===== src/rtl/serial_pkg.sv =====
// serial_pkg: definitions shared by the serial transmitter and receiver.
// Holds mode-byte bit positions, the bit-rate divisors, the divisor
// decode function and the frame state encoding.
package serial_pkg;

  localparam int unsigned MODE_W    = 8;
  localparam int unsigned DATA_W    = 8;
  localparam int unsigned DIV_W     = 16;
  localparam int unsigned STATE_W   = 3;
  localparam int unsigned BIT_CNT_W = 3;

  // Operating-mode byte field positions; bits [4:2] are reserved.
  localparam int unsigned MODE_BAUD_HI = 7;
  localparam int unsigned MODE_BAUD_LO = 6;
  localparam int unsigned MODE_STOP    = 5;
  localparam int unsigned MODE_PAR_ODD = 1;
  localparam int unsigned MODE_PAR_EN  = 0;

  // Clocks per serial bit for each bit-rate select code.
  localparam logic [DIV_W-1:0] DIV_SEL0 = 16'd10416;
  localparam logic [DIV_W-1:0] DIV_SEL1 = 16'd5208;
  localparam logic [DIV_W-1:0] DIV_SEL2 = 16'd2604;
  localparam logic [DIV_W-1:0] DIV_SEL3 = 16'd868;

  // Frame state codes.
  localparam logic [STATE_W-1:0] ST_IDLE   = 3'd0;
  localparam logic [STATE_W-1:0] ST_START  = 3'd1;
  localparam logic [STATE_W-1:0] ST_DATA   = 3'd2;
  localparam logic [STATE_W-1:0] ST_PARITY = 3'd3;
  localparam logic [STATE_W-1:0] ST_STOP1  = 3'd4;
  localparam logic [STATE_W-1:0] ST_STOP2  = 3'd5;
  localparam logic [STATE_W-1:0] ST_DONE   = 3'd6;

  typedef enum logic [STATE_W-1:0] {
    S_IDLE   = ST_IDLE,
    S_START  = ST_START,
    S_DATA   = ST_DATA,
    S_PARITY = ST_PARITY,
    S_STOP1  = ST_STOP1,
    S_STOP2  = ST_STOP2,
    S_DONE   = ST_DONE
  } frame_state_e;

  // Map the two bit-rate select bits to clocks per bit.
  function automatic logic [DIV_W-1:0] decode_divisor(input logic [1:0] sel);
    logic [DIV_W-1:0] div;
    case (sel)
      2'b00:   div = DIV_SEL0;
      2'b01:   div = DIV_SEL1;
      2'b10:   div = DIV_SEL2;
      default: div = DIV_SEL3;
    endcase
    return div;
  endfunction

endpackage


===== src/rtl/baud_tick_gen.sv =====
// baud_tick_gen: bit-period timer shared by transmitter and receiver.
// Ports: Clock, Reset_n (sync, active-low), enable, divisor (clocks per
// bit); tick_c is high during the last clock of each bit period.
// The counter is held at 0 while disabled, so it restarts from 0
// whenever enable rises.
module baud_tick_gen
  import serial_pkg::*;
(
  input  logic             Clock,
  input  logic             Reset_n,
  input  logic             enable,
  input  logic [DIV_W-1:0] divisor,
  output logic             tick_c
);

  logic [DIV_W-1:0] cnt_q;

  assign tick_c = enable && (cnt_q == (divisor - DIV_W'(1)));

  // Count 0..divisor-1 while enabled.
  always_ff @(posedge Clock) begin
    if (!Reset_n) begin
      cnt_q <= '0;
    end else if (!enable || tick_c) begin
      cnt_q <= '0;
    end else begin
      cnt_q <= cnt_q + DIV_W'(1);
    end
  end

endmodule


===== src/rtl/serial_tx_frame.sv =====
// serial_tx_frame: UART-style transmitter. Sends start bit, D7..D0,
// optional parity, then one or two stop bits, all formatted by the
// operating-mode byte MODOS_DE_OPERACAO.
// Ports: Clock, Reset_n (sync, active-low), TX_DATA/TX_LOAD byte
// handshake, CTS gates frame start; TX_READY idle/accepting,
// DATA_OUT serial line (idles high), TX_DONE one-clock end pulse.
module serial_tx_frame
  import serial_pkg::*;
#(
  parameter logic [MODE_W-1:0] MODOS_DE_OPERACAO = 8'b10110101
)
(
  input  logic              Clock,
  input  logic              Reset_n,
  input  logic [DATA_W-1:0] TX_DATA,
  input  logic              TX_LOAD,
  input  logic              CTS,
  output logic              TX_READY,
  output logic              DATA_OUT,
  output logic              TX_DONE
);

  localparam logic [DIV_W-1:0] DIV =
    decode_divisor(MODOS_DE_OPERACAO[MODE_BAUD_HI:MODE_BAUD_LO]);
  localparam logic PAR_EN   = MODOS_DE_OPERACAO[MODE_PAR_EN];
  localparam logic PAR_ODD  = MODOS_DE_OPERACAO[MODE_PAR_ODD];
  localparam logic ONE_STOP = MODOS_DE_OPERACAO[MODE_STOP];

  logic [STATE_W-1:0]   state_q,   state_d;
  logic [DATA_W-1:0]    shift_q,   shift_d;
  logic [BIT_CNT_W-1:0] bit_cnt_q, bit_cnt_d;
  logic                 par_q,     par_d;
  logic                 data_out_d;
  logic                 ready_d;
  logic                 done_d;
  logic                 accept_c;
  logic                 baud_en_c;
  logic                 tick_c;

  assign accept_c  = TX_LOAD && TX_READY && CTS;
  assign baud_en_c = (state_q != ST_IDLE) && (state_q != ST_DONE);

  baud_tick_gen u_baud (
    .Clock   (Clock),
    .Reset_n (Reset_n),
    .enable  (baud_en_c),
    .divisor (DIV),
    .tick_c  (tick_c)
  );

  // State and output registers; DATA_OUT comes straight from a flop.
  always_ff @(posedge Clock) begin
    if (!Reset_n) begin
      state_q   <= ST_IDLE;
      shift_q   <= '0;
      bit_cnt_q <= '0;
      par_q     <= 1'b0;
      DATA_OUT  <= 1'b1;
      TX_READY  <= 1'b1;
      TX_DONE   <= 1'b0;
    end else begin
      state_q   <= state_d;
      shift_q   <= shift_d;
      bit_cnt_q <= bit_cnt_d;
      par_q     <= par_d;
      DATA_OUT  <= data_out_d;
      TX_READY  <= ready_d;
      TX_DONE   <= done_d;
    end
  end

  // Next-state and next-output logic; each value computed here is what
  // the line carries for the whole of the following bit period.
  always_comb begin
    state_d    = state_q;
    shift_d    = shift_q;
    bit_cnt_d  = bit_cnt_q;
    par_d      = par_q;
    data_out_d = DATA_OUT;
    ready_d    = TX_READY;
    done_d     = 1'b0;

    case (state_q)
      ST_IDLE: begin
        data_out_d = 1'b1;
        ready_d    = 1'b1;
        if (accept_c) begin
          state_d    = ST_START;
          shift_d    = TX_DATA;
          par_d      = 1'b0;
          bit_cnt_d  = '0;
          data_out_d = 1'b0;
          ready_d    = 1'b0;
        end
      end

      ST_START: begin
        if (tick_c) begin
          state_d    = ST_DATA;
          data_out_d = shift_q[DATA_W-1];
          par_d      = par_q ^ shift_q[DATA_W-1];
          shift_d    = {shift_q[DATA_W-2:0], 1'b0};
          bit_cnt_d  = '0;
        end
      end

      ST_DATA: begin
        if (tick_c) begin
          if (bit_cnt_q == BIT_CNT_W'(DATA_W - 1)) begin
            // par_q now covers all eight data bits.
            if (PAR_EN) begin
              state_d    = ST_PARITY;
              data_out_d = par_q ^ PAR_ODD;
            end else begin
              state_d    = ST_STOP1;
              data_out_d = 1'b1;
            end
          end else begin
            data_out_d = shift_q[DATA_W-1];
            par_d      = par_q ^ shift_q[DATA_W-1];
            shift_d    = {shift_q[DATA_W-2:0], 1'b0};
            bit_cnt_d  = bit_cnt_q + BIT_CNT_W'(1);
          end
        end
      end

      ST_PARITY: begin
        if (tick_c) begin
          state_d    = ST_STOP1;
          data_out_d = 1'b1;
        end
      end

      ST_STOP1: begin
        if (tick_c) begin
          data_out_d = 1'b1;
          if (ONE_STOP) begin
            state_d = ST_DONE;
            done_d  = 1'b1;
          end else begin
            state_d = ST_STOP2;
          end
        end
      end

      ST_STOP2: begin
        if (tick_c) begin
          state_d    = ST_DONE;
          data_out_d = 1'b1;
          done_d     = 1'b1;
        end
      end

      ST_DONE: begin
        state_d    = ST_IDLE;
        data_out_d = 1'b1;
        ready_d    = 1'b1;
      end

      default: begin
        state_d    = ST_IDLE;
        data_out_d = 1'b1;
        ready_d    = 1'b1;
      end
    endcase
  end

endmodule


===== config.mk =====
export PLATFORM = sky130hd
export DESIGN_NAME = serial_tx_frame
export DESIGN_NICKNAME = d
export VERILOG_FILES = /design/src/rtl/serial_pkg.sv /design/src/rtl/baud_tick_gen.sv /design/src/rtl/serial_tx_frame.sv
export SDC_FILE = /design/constraint.sdc
export NUM_CORES = 1
export LEC_CHECK = 0
export ABC_AREA = 1
export BUFFER_PORTS_ARGS = -buffer_cell sky130_fd_sc_hd__buf_2
export CAP_MARGIN = 20
export CORE_MARGIN = 2
export CORE_UTILIZATION = 40
export CTS_CLUSTER_SIZE = 10
export DETAILED_ROUTE_END_ITERATION = 7
export PLACE_DENSITY = 0.67
export RECOVER_POWER = 100
export SLEW_MARGIN = 0
export SYNTH_ARGS = -nofsm -noshare
export SYNTH_HDL_FRONTEND = slang
export SYNTH_SLANG_ARGS = --single-unit

===== constraint.sdc =====
create_clock -name Clock -period 3.5 [get_ports Clock]
set_input_delay 0.35 -clock Clock [delete_from_list [all_inputs] [get_ports Clock]]
set_output_delay 0.35 -clock Clock [all_outputs]
set_load 0.005 [all_outputs]

# After elaboration in Yosys (flattened, before gate mapping)
# Cells that the tools add are included.
# W data, S select, Z words.
# word_totals
register_bits,34
in_bits,12
word_cells,75
# classes
addsub,2
eq_ne,16
n_mux,30
bitwise_logic,2
n_reduce_logical,17
# op_table
operator,n
$mux W8,4
$mux W3,10
$pmux W8 S3,1
$add A16 B1 Y16 const B,1
$eq A16 B12 Y1 const B,1
$pmux W3 S5,1
$mux W1,10
$ne A2 B1 Y1 const B,5
$eq A3 B3 Y1 const B,3
$pmux W3 S3,1
$eq A3 B2 Y1 const B,2
$ne A2 B2 Y1 const B,3
$reduce_and A6 Y1,1
$reduce_bool A3 Y1,2
$reduce_and A5 Y1,1
$reduce_or A5 Y1,1
$logic_and A1 B1 Y1,4
$pmux W1 S4,1
$reduce_or A2 Y1,2
$add A3 B1 Y3 const B,1
$eq A3 B1 Y1 const B,1
$logic_not A3 Y1,1
$ne A3 B3 Y1 const B,1
$pmux W1 S3,1
8 further kinds,8

# Longest topological paths before layout
# depth
word_depth,5
depth_mapped,11

# By module
# Synthesis repeated with hierarchy kept, for this count alone.
# unflattened
cells_unflattened,403
hier_area_um2,2471.1
# modules_own_cells
module,n_inst,cells_each,area_each_um2,seq_area_each_um2
baud_tick_gen,1,239,1427.6,320.3
serial_tx_frame,1,164,1043.5,360.3

# Worst setup path after synthesis
# OpenSTA, ideal clock, no wires.
# synth_path
path_type,flip-flop to flip-flop
startpoint,register u_baud.cnt_q[0]
endpoint,register bit_cnt_q[0]
setup_ns,0.113
arrival_time_ns,1.414
setup_slack_ns,1.973
path_stages_with_launch,12
n_path_buf,1
synth_period_minus_slack_ns,1.527
cell_sequence,dfxtp_1 > ha_1 > inv_1 > nor2_1 > nand2_1 > nor2_2 > nand3_2 > nand2_4 > nand2_4 > buf_6 > o21ai_1 > nor2_1
# synth_between
elab_chain_len,4
# synth_rtl
item,line,text
from (decl),baud_tick_gen.sv:16,logic [DIV_W-1:0] cnt_q;
from (signal assigned),baud_tick_gen.sv:27,cnt_q <= cnt_q + DIV_W'(1);
$eq A16 B12 Y1 (*),baud_tick_gen.sv:18,assign tick_c = enable && (cnt_q == (divisor - DIV_W'(1)));
$logic_and A1 B1 Y1 (*),baud_tick_gen.sv:18,
$ne A2 B1 Y1 (no line),--,
$reduce_and A5 Y1 (no line) (*),--,
to (signal assigned),serial_tx_frame.sv:64,bit_cnt_q <= bit_cnt_d;
to (decl),serial_tx_frame.sv:31,"logic [BIT_CNT_W-1:0] bit_cnt_q, bit_cnt_d;"
# Mark *: on every way between the ends. The rest lies on a longest branch, timed or not.
# A chain may end at the register's enable or synchronous reset.

# Final worst setup path
# layout_path
startpoint,register u_baud.cnt_q[0]
endpoint,register shift_q[2]
# layout_between
elab_chain_len,4
# layout_rtl
item,line,text
$eq A16 B12 Y1 (*),baud_tick_gen.sv:18,
$logic_and A1 B1 Y1 (*),baud_tick_gen.sv:18,
$ne A2 B1 Y1 (no line),--,
$reduce_and A5 Y1 (no line) (*),--,
to (signal assigned),serial_tx_frame.sv:63,shift_q <= shift_d;
to (decl),serial_tx_frame.sv:30,"logic [DATA_W-1:0] shift_q, shift_d;"
# Marked as above.

==> results.py <==
metrics = {
    "power_and_ir_drop": {
        "leakage_nw": 0.821,
        "finalPower_mw": 1.34,
        "powerDensity_nw_per_um2": 668,
        "peakVddDrop_uv": 238,
    },
    "yosys": {
        "syn_avg_cell_area_sq_um": 6.96,
        "yosysMostFrequentCell": "nand2_1",
        "ys_seq_area_share_pct": 37.6,
        "netlist.area_leader.share_pct": 37.6,
        "synth_seq_cells": 34,
        "postSynth.asyncResetShare_pct": 0,
        "synth_area_leaders": "dfxtp_1 38%, nand2_1 13%, nor2_1 8.3%, inv_1 4.8%, a21oi_1 4.7%",
        "synth-edff-count": 0,
        "netlist_area_sq_um": 1810,
        "synth_top_area_cell": "dfxtp_1",
        "synth_commonest_cells": "61 x nand2_1, 40 x nor2_1, 34 x dfxtp_1, 23 x inv_1, 17 x a21oi_1",
        "synth_ff_type": "dfxtp_1",
        "yosys_warnings": 0,
        "synth.net_count": 275,
        "syn_inst": 260,
        "synthDistinctLibCells": 29,
    },
    "critical_path": {
        "crit_fanout": 13,
        "crit_path_start": "u_baud.cnt_q[0]",
        "cp-end-kind": "register",
        "rr_startpoint": "u_baud.cnt_q[0]",
        "crit_type": "register to register",
        "r2r_slack_ns": 1.31,
        "startpoint_type": "register",
        "cp-endpoint": "shift_q[2]",
        "arrival_ns": 2.41,
        "cp.required_ns": 3.72,
        "reg2reg_depth": 11,
        "r2r-end": "shift_q[2]",
    },
    "floorplan": {
        "start_util_pct": 41.6,
        "dieArea_sq_um": 5080,
        "die_w_um": 71.3,
        "pin_count": 15,
        "rows": 24,
        "core_area_sq_um": 4350,
        "die_h_um": 71.3,
    },
    "timing": {
        "drv_slew": 0,
        "tns_ns": 0,
        "setup_slack_ns": 1.31,
        "finalSetupViolations": 0,
        "period_minus_slack_ns": 2.19,
        "period_share_pct": 62.5,
        "fmax_mhz": 457,
        "rsz0062_at_grt": "false",
        "maxSlewHeadroom_pct": 59.5,
        "worst_pin_slew_ns": 0.606,
        "clock_skew_ns": 0.00937,
        "hold_viol_final": 0,
    },
    "drt": {
        "viasPerCell": 4.87,
        "drt_first_iter_violations": 68,
        "ant_nets": 0,
        "drc": 0,
        "vias": 1608,
        "totalWireLength_mm": 3.60,
        "avgRoutedWirePerCell_um": 10.9,
        "dr.pass1.iters": 4,
    },
    "place": {
        "gp_congestion": 0.798,
        "place_ws_ns": 1.58,
        "portBuffers": 14,
        "dp.final_hpwl_mm": 2.62,
        "dp_cells": 322,
    },
    "clocking": {
        "hold_buffers": 0,
        "cts_buffers": 5,
        "cts_tree": "built",
        "insertion_delay_ns": 0.29,
        "h-tree-depth": 2,
        "cts.sinks": 34,
        "clockBufferDepth": 2,
        "ctsResizeCount": 0,
        "cts_root_buf": "clkbuf_8",
        "path_clk_slew_ns": 0.07,
        "cts_setup_buffers": 0,
    },
    "worst_hold_path": {
        "hold_path.class": "input port to register",
    },
    "finish": {
        "area_delta_synth_final_pct": 10.7,
        "drive_gt1_share_pct": 15.5,
        "antenna_cells": 0,
        "instances_no_fill": 330,
        "fin_nets": 292,
    },
    "global_route": {
        "grt_overflow": 0,
        "grt_max_degree": 18,
        "grt_use_total_pct": 15.9,
        "antenna_found_initial": 0,
        "grt_pass1_vias": 1501,
        "grt_first_pass_wirelength_mm": 6.51,
    },
    "run_status": {
        "outcome": "completed",
    },
    "flow_run": {
        "maxCapViolations": 0,
    },
}
layout make-up:
type                            instances  area [sq um]
Fill cell                             445          2350
Multi-Input combinational cell        195           975
Sequential cell                        34           681
Clock buffer                            8           110
Inverter                               27           101
Timing Repair Buffer                   14          70.1
Tap cell                               52          65.1
layout by cell type (no fill, tap or decap), drive strengths merged, types with 4 or more instances in the layout:
cell | synthesis | layout
nor4 | 4 | 4
dfxtp | 34 | 34
clkbuf | 0 | 8
nand4 | 5 | 5
buf | 4 | 14
nor3 | 9 | 9
nand3 | 15 | 15
a21oi | 19 | 19
nor2 | 47 | 47
o21ai | 14 | 14
nand2 | 68 | 68
inv | 27 | 27
per-stage QoR:
stage	instance area [sq um]	hold WS [ns]	utilization [%]
global placement	1910	0.464	43.9
detailed placement	1910	0.469	43.9
floorplan	1810	0.437	-
CTS	2020	0.312	46.5
global route	2000	0.336	46.0
finish	2000	0.311	46.0
sequential cells by signal, indices dropped and copies added (netlist names):
register,cells
DATA_OUT,1
bit_cnt_q,3
state_q,3
u_baud.cnt_q,16
TX_READY,1
TX_DONE,1
shift_q,8
par_q,1
worst max-delay path: stages (launching register included):
cell	delay, ns
dfxtp_1	0.41
ha_1	0.22
inv_1	0.06
nor2_1	0.12
nand2_1	0.06
nor2_1	0.14
nand3_2	0.08
nand2_1	0.17
nand2_1	0.31
inv_1	0.37
nor2_1	0.07
nor2_1	0.11
worst min-delay path by stage:
stage / from / to / slack [ns] / depth (start not counted)
after floorplan: shift_q[0] / shift_q[0] / 0.44 / 2
after global placement: shift_q[0] / shift_q[0] / 0.46 / 2
after detailed placement: shift_q[0] / shift_q[0] / 0.47 / 2
after CTS: TX_DATA[0] / shift_q[0] / 0.31 / 3
after global routing: TX_DATA[0] / shift_q[0] / 0.34 / 3
final: TX_DATA[0] / shift_q[0] / 0.31 / 3
per-layer routing:
metal  routed length, um  global-route usage, %
met5                   0                      0
met4                  74                   8.81
met3                  86                   3.80
met2                1580                   24.0
met1                1860                   20.8
logic make-up after synthesis:
family          Yosys count  synth area share (%)
simple gates            153                  40.5
buf+inv                  31                  7.33
xor+xnor                  2                 0.968
fa+ha+maj                 3                  2.07
compound gates           37                  11.5
flops                    34                  37.6
power by group:
part | total, mW | internal, mW | switching, mW
sequential | 0.496 | 0.449 | 0.0471
clock | 0.343 | 0.199 | 0.144
combinational | 0.497 | 0.165 | 0.332
total | 1.34 | 0.813 | 0.524
Note: power is estimated with default switching activity, not from simulation.
